===== config.mk =====
export PLATFORM = sky130hd
export DESIGN_NAME = p_kp_arb_flat
export DESIGN_NICKNAME = d
export VERILOG_FILES = /design/src/rtl/p_kp_arb_if.sv /design/src/rtl/p_kp_arb.sv /design/src/flat_wrapper.sv
export SDC_FILE = /design/constraint.sdc
export NUM_CORES = 1
export LEC_CHECK = 0
export ABC_AREA = 1
export CAP_MARGIN = 20
export CORE_MARGIN = 2
export CORE_UTILIZATION = 49
export DETAILED_ROUTE_END_ITERATION = 10
export HOLD_SLACK_MARGIN = 0.02
export PLACE_DENSITY = 0.85
export SKIP_CTS_REPAIR_TIMING = 1
export SLEW_MARGIN = 10
export SYNTH_ARGS = -nofsm -noshare
export SYNTH_HDL_FRONTEND = slang
export SYNTH_SLANG_ARGS = --single-unit

===== constraint.sdc =====
create_clock -name clk -period 2.4 [get_ports clk]
set_input_delay 0.48 -clock clk [delete_from_list [all_inputs] [get_ports clk]]
set_output_delay 0.48 -clock clk [all_outputs]
set_load 0.02 [all_outputs]

===== src/rtl/p_kp_arb_if.sv =====
// Handshake bundle between N upstream k-path requesters, the arbiter and the
// single downstream decode-control entry.
interface p_kp_arb_if #(
   parameter int N  = 4,
   parameter int CW = 4,
   parameter int SW = (N > 1) ? $clog2(N) : 1
);
   logic [N-1:0]    t_req;
   logic [N*CW-1:0] t_k_ctrl;
   logic [N-1:0]    t_ack;
   logic            i_req;
   logic [CW-1:0]   i_k_ctrl;
   logic            i_ack;
   logic [SW-1:0]   i_src;
   logic            busy;

   // master: the requesters plus the downstream port; slave: the arbiter
   modport master (
      output t_req, t_k_ctrl, i_ack,
      input  t_ack, i_req, i_k_ctrl, i_src, busy
   );
   modport slave (
      input  t_req, t_k_ctrl, i_ack,
      output t_ack, i_req, i_k_ctrl, i_src, busy
   );
endinterface


===== src/rtl/p_kp_arb.sv =====
// Round-robin arbiter sharing one downstream k-path request/ack port among N
// requesters, with grants held for bursts of up to BURST transfers.
module p_kp_arb #(
   parameter int N     = 4,
   parameter int BURST = 4,
   parameter int CW    = 4,
   parameter int SW    = (N > 1) ? $clog2(N) : 1
) (
   input  logic       clk,
   input  logic       reset,
   p_kp_arb_if.slave  bus
);
   typedef enum logic {IDLE, GRANT} st_t;

   st_t           st_reg, st_next;
   logic [SW-1:0] g_reg, g_next;
   logic [SW-1:0] rr_reg, rr_next;
   logic [3:0]    cnt_reg, cnt_next;

   logic [CW-1:0] kc [N];
   logic [N-1:0]  sel;
   logic [N-1:0]  others;
   logic          g_req;
   logic          xfer;
   logic          at_limit;
   logic          rel;

   function automatic logic [SW-1:0] wrap_inc(input logic [SW-1:0] v);
      if (v == SW'(N - 1))
         return '0;
      return v + 1'b1;
   endfunction

   // First requester at or after start, wrapping; start itself if none.
   function automatic logic [SW-1:0] pick(input logic [N-1:0] req,
                                          input logic [SW-1:0] start);
      logic [SW-1:0] idx;
      logic [SW-1:0] res;
      logic          found;
      idx   = start;
      res   = start;
      found = 1'b0;
      for (int k = 0; k < N; k++) begin
         if (!found && req[idx]) begin
            res   = idx;
            found = 1'b1;
         end
         idx = wrap_inc(idx);
      end
      return res;
   endfunction

   generate
      for (genvar gi = 0; gi < N; gi++) begin : g_lane
         assign kc[gi]        = bus.t_k_ctrl[gi*CW +: CW];
         assign sel[gi]       = (st_reg == GRANT) && (g_reg == SW'(gi));
         assign bus.t_ack[gi] = sel[gi] && bus.t_req[gi] && bus.i_ack;
      end
   endgenerate

   assign g_req    = bus.t_req[g_reg];
   assign xfer     = (st_reg == GRANT) && g_req && bus.i_ack;
   assign at_limit = xfer && (cnt_reg == 4'(BURST - 1));
   assign rel      = (st_reg == GRANT) && (at_limit || !g_req);
   assign others   = bus.t_req & ~(N'(1) << g_reg);

   always_comb begin
      bus.i_req    = 1'b0;
      bus.i_k_ctrl = '0;
      bus.i_src    = rr_reg;
      bus.busy     = 1'b0;
      if (st_reg == GRANT) begin
         bus.i_req    = g_req;
         bus.i_k_ctrl = kc[g_reg];
         bus.i_src    = g_reg;
         bus.busy     = 1'b1;
      end
   end

   always_comb begin
      st_next  = st_reg;
      g_next   = g_reg;
      rr_next  = rr_reg;
      cnt_next = cnt_reg;
      case (st_reg)
         IDLE: begin
            if (|bus.t_req) begin
               g_next   = pick(bus.t_req, rr_reg);
               cnt_next = '0;
               st_next  = GRANT;
            end
         end
         GRANT: begin
            if (rel) begin
               rr_next = wrap_inc(g_reg);
               // Handoff without a bubble; the releasing requester is searched last.
               if ((|others) || at_limit) begin
                  g_next   = pick(bus.t_req, wrap_inc(g_reg));
                  cnt_next = '0;
               end else begin
                  st_next = IDLE;
               end
            end else if (xfer) begin
               cnt_next = cnt_reg + 4'd1;
            end
         end
         default: st_next = IDLE;
      endcase
   end

   always_ff @(posedge clk) begin
      if (reset) begin
         st_reg  <= IDLE;
         g_reg   <= '0;
         rr_reg  <= '0;
         cnt_reg <= '0;
      end else begin
         st_reg  <= st_next;
         g_reg   <= g_next;
         rr_reg  <= rr_next;
         cnt_reg <= cnt_next;
      end
   end
endmodule


===== src/flat_wrapper.sv =====
// flat-port wrapper written by rule: the top's interface ports become plain ports
module p_kp_arb_flat 
#(
   parameter int N     = 4,
   parameter int BURST = 4,
   parameter int CW    = 4,
   parameter int SW    = (N > 1) ? $clog2(N) : 1
)
  (clk, reset, bus_t_req, bus_t_k_ctrl, bus_i_ack, bus_t_ack, bus_i_req, bus_i_k_ctrl, bus_i_src, bus_busy);
  p_kp_arb_if #(.N(N), .CW(CW), .SW(SW)) bus_i ();
  input  logic clk;
  input  logic reset;
  input wire logic [$bits(bus_i.t_req)-1:0] bus_t_req;
  input wire logic [$bits(bus_i.t_k_ctrl)-1:0] bus_t_k_ctrl;
  input wire logic [$bits(bus_i.i_ack)-1:0] bus_i_ack;
  output wire logic [$bits(bus_i.t_ack)-1:0] bus_t_ack;
  output wire logic [$bits(bus_i.i_req)-1:0] bus_i_req;
  output wire logic [$bits(bus_i.i_k_ctrl)-1:0] bus_i_k_ctrl;
  output wire logic [$bits(bus_i.i_src)-1:0] bus_i_src;
  output wire logic [$bits(bus_i.busy)-1:0] bus_busy;
  assign bus_i.t_req = bus_t_req;
  assign bus_i.t_k_ctrl = bus_t_k_ctrl;
  assign bus_i.i_ack = bus_i_ack;
  assign bus_t_ack = bus_i.t_ack;
  assign bus_i_req = bus_i.i_req;
  assign bus_i_k_ctrl = bus_i.i_k_ctrl;
  assign bus_i_src = bus_i.i_src;
  assign bus_busy = bus_i.busy;
  p_kp_arb #(.N(N), .BURST(BURST), .CW(CW), .SW(SW)) u_core (.clk(clk), .reset(reset), .bus(bus_i));
endmodule

==> reports/metrics.yaml <==
run_status: "finished clean"
clock_skew_ps: 0.752
die_h_um: 56.0
final_cells: 326
drc: 0
io_buffers: 34
grt-ovfl-total: 0
initialDrtViolationCount: 72
internal_power_uw: 814
cts_tree: "done"
place_area_sq_um: 1840
h-tree-depth: 1
yosys.area_share.xor_xnor_pct: 0
largest_register_ffs: 4
critPathRequiredTime_ps: 1920
wl_per_cell_um: 11.3
antennaDiodeCount: 0
clkSinkCount: 9
rows: 18
clkTransAtPathRegs_ps: 60
antenna_found_initial: 0
synthSimpleGateAreaFrac_pct: 57.9
path_class: "in2out"
synth_compound_area_share_pct: 12.3
place_inst: 322
fmax_mhz: 432
ant_nets: 0
via_per_inst: 5.24
clockPowerShare_pct: 6.4
vias: 1709
r2r_start: "u_core.g_reg[0]"
drv_cap: 0
setup_viol: 0
worstMarginPinSlew_ps: 310
sw_frac_of_total_pct: 54.6
synth-seq-area-share_pct: 13.6
worstPathMaxFanout: 4
max_slew_margin_pct: 79.3
min_period_ps: 2320
ir_worst_vdd_v: 0.000803
synthMuxAreaShare_pct: 0
cts_buffer_depth: 2
yosysUniqueCellTypes: 27
core_area_sq_um: 2520
p_sw_uw: 978
synth_area_sq_um: 1320
place_congestion: 0.835
finalCritPeriodShare_pct: 96.5
combPwrFrac_pct: 80.6
dieArea_sq_um: 3130
syn_area_per_cell_sq_um: 5.47
hp-class: "reg2reg"
syn_inst: 242
grt_util_all_layers_pct: 24.6
hold_depth: 2
cts_buffers: 3
finalHoldViolations: 0
initial_core_util_pct: 52.5
hpwl_um: 2890
hp-start: "u_core.cnt_reg[0]"
synth.ff_latch_count: 9
grt_setup_unrepaired: "false"
routed_wl_um: 3680
r2r_end: "u_core.g_reg[0]"
fin_area_sq_um: 1880
setup_tns_ps: 0
first_global_vias: 1533
power.density_nw_per_um2: 951
power_frac_seq_pct: 13.0
drive_above_1_share_pct: 16.6
slew_viol_final: 0
synth_top_family_by_area: "simple AND/OR/NAND/NOR gates"
synth_fa_ha_area_share_pct: 5.67
hold_end: "u_core.cnt_reg[0]"
synthToLayoutAreaGrowth_pct: 42.2
firstDrtPassIters: 4
rrSetupSlack_ps: 270
worstPathArrival_ps: 1840
setup.worst_path.start_class: "input pin"
grt_max_degree: 20
root_buffer: "clkbuf_4"
end_kind: "output pin"
die_x_um: 56.0
insertion_delay_ps: 260
reg2reg_depth: 15
num_io_pins: 35
synth_warnings: 0
grt_pass1_wl_um: 6330
syn_nets: 271
power_leakage_uw: 0.00108
nets: 326
-- how the worst max path moves through the flow --
stage | from | endpoint | slack, ps | cells past startpoint
finish | bus_i_ack | bus_t_ack[1] | 80 | 4
global route | u_core.g_reg[0] | u_core.g_reg[0] | 30 | 15
CTS | bus_t_req[3] | bus_i_req | -90 | 8
detailed placement | bus_t_req[3] | bus_i_req | -80 | 8
global placement | bus_t_req[2] | bus_i_req | -60 | 8
floorplan | u_core.g_reg[0] | u_core.g_reg[0] | 290 | 16
-- synth_stat cells, drive strengths merged --
cell type	instances	share of area, %
inv	29	8.4
ha	6	5.7
o41ai	1	0.66
nor3	3	1.1
nand3	33	15
nand4	2	0.95
nand2	91	28
clkbuf	1	0.28
nor2	35	13
buf	3	1.8
o22ai	2	0.95
dfxtp	9	14
a21oi	11	4.2
nand3b	1	0.57
o21ai	15	6.5
-- routing by layer --
| metal | vias to the layer above | GRT usage (%) | wire length, um |
|---|---|---|---|
| li1 | 884 | - | - |
| met1 | 759 | 31.0 | 1580 |
| met2 | 63 | 44.5 | 1850 |
| met3 | 3 | 5.12 | 235 |
| met4 | 0 | 2.04 | 21 |
| met5 | - | 0 | 0 |
-- layout by cell type, fill, tap and decap left out --
| master | Yosys | layout |
|---|---|---|
| o41ai_1 | 1 | 1 |
| clkbuf_1 | 1 | 1 |
| nor3_1 | 3 | 3 |
| nand3_4 | 2 | 2 |
| clkdlybuf4s50_1 | 0 | 26 |
| o21ai_2 | 3 | 3 |
| nand2_1 | 84 | 84 |
| nor2_2 | 2 | 2 |
| inv_4 | 1 | 1 |
| o21ai_0 | 12 | 12 |
| inv_1 | 21 | 21 |
| nor2_8 | 1 | 1 |
| nand3_1 | 30 | 30 |
| nand3_2 | 1 | 1 |
| buf_4 | 1 | 19 |
| clkbuf_4 | 0 | 3 |
| dfxtp_1 | 9 | 9 |
| nor2_4 | 2 | 2 |
| nand2_4 | 2 | 2 |
| buf_12 | 0 | 1 |
| a21oi_1 | 11 | 11 |
| nand4_1 | 2 | 2 |
| dlymetal6s2s_1 | 0 | 8 |
| nor2_1 | 30 | 30 |
| nand2_2 | 5 | 5 |
| nand3b_1 | 1 | 1 |
| ha_1 | 6 | 6 |
| inv_2 | 7 | 7 |
| o22ai_1 | 2 | 2 |
-- through the flow --
stage | hold WS [ps] | util (%) | setup slack, ps | total power [uW]
after floorplan | 454 | - | 285 | 1260
after global placement | 480 | 72.8 | -58.2 | 1660
after detailed placement | 480 | 72.8 | -80.7 | 1670
after CTS | 491 | 73.9 | -86.4 | 1790
after global routing | 506 | 74.7 | 27.8 | 2000
final | 490 | 74.7 | 83.4 | 1790
-- area by class of cell --
| class | instances | area (sq um) |
|---|---|---|
| Tap cell | 30 | 37.5 |
| Timing Repair Buffer | 54 | 523 |
| Sequential cell | 9 | 180 |
| Fill cell | 199 | 639 |
| Multi-Input combinational cell | 200 | 1000 |
| Inverter | 29 | 111 |
| Clock buffer | 4 | 26.3 |
-- power groups by stage --
| stage | combinational (uW) | sequential, uW | clock (uW) |
|---|---|---|---|
| 2_1_floorplan | 1030 | 229 | 0 |
| 3_3_place_gp | 1420 | 236 | 0 |
| 3_5_place_dp | 1440 | 234 | 0 |
| 5_1_grt | 1630 | 235 | 134 |
| 4_1_cts | 1440 | 232 | 120 |
| 6_report | 1440 | 232 | 115 |
-- cells by family after synthesis --
family                   Yosys count
buffers and inverters             33
AO/OA/AOI/OAI                     29
adder cells (fa/ha/maj)            6
flip-flops                         9
AND/OR/NAND/NOR                  165
-- critical path, cell delays in order --
cell and delay [ps]:
clkdlybuf4s50_1 490, nand2_1 130, nor2_1 120, clkdlybuf4s50_1 610
Power figures use the tool's default switching activity.
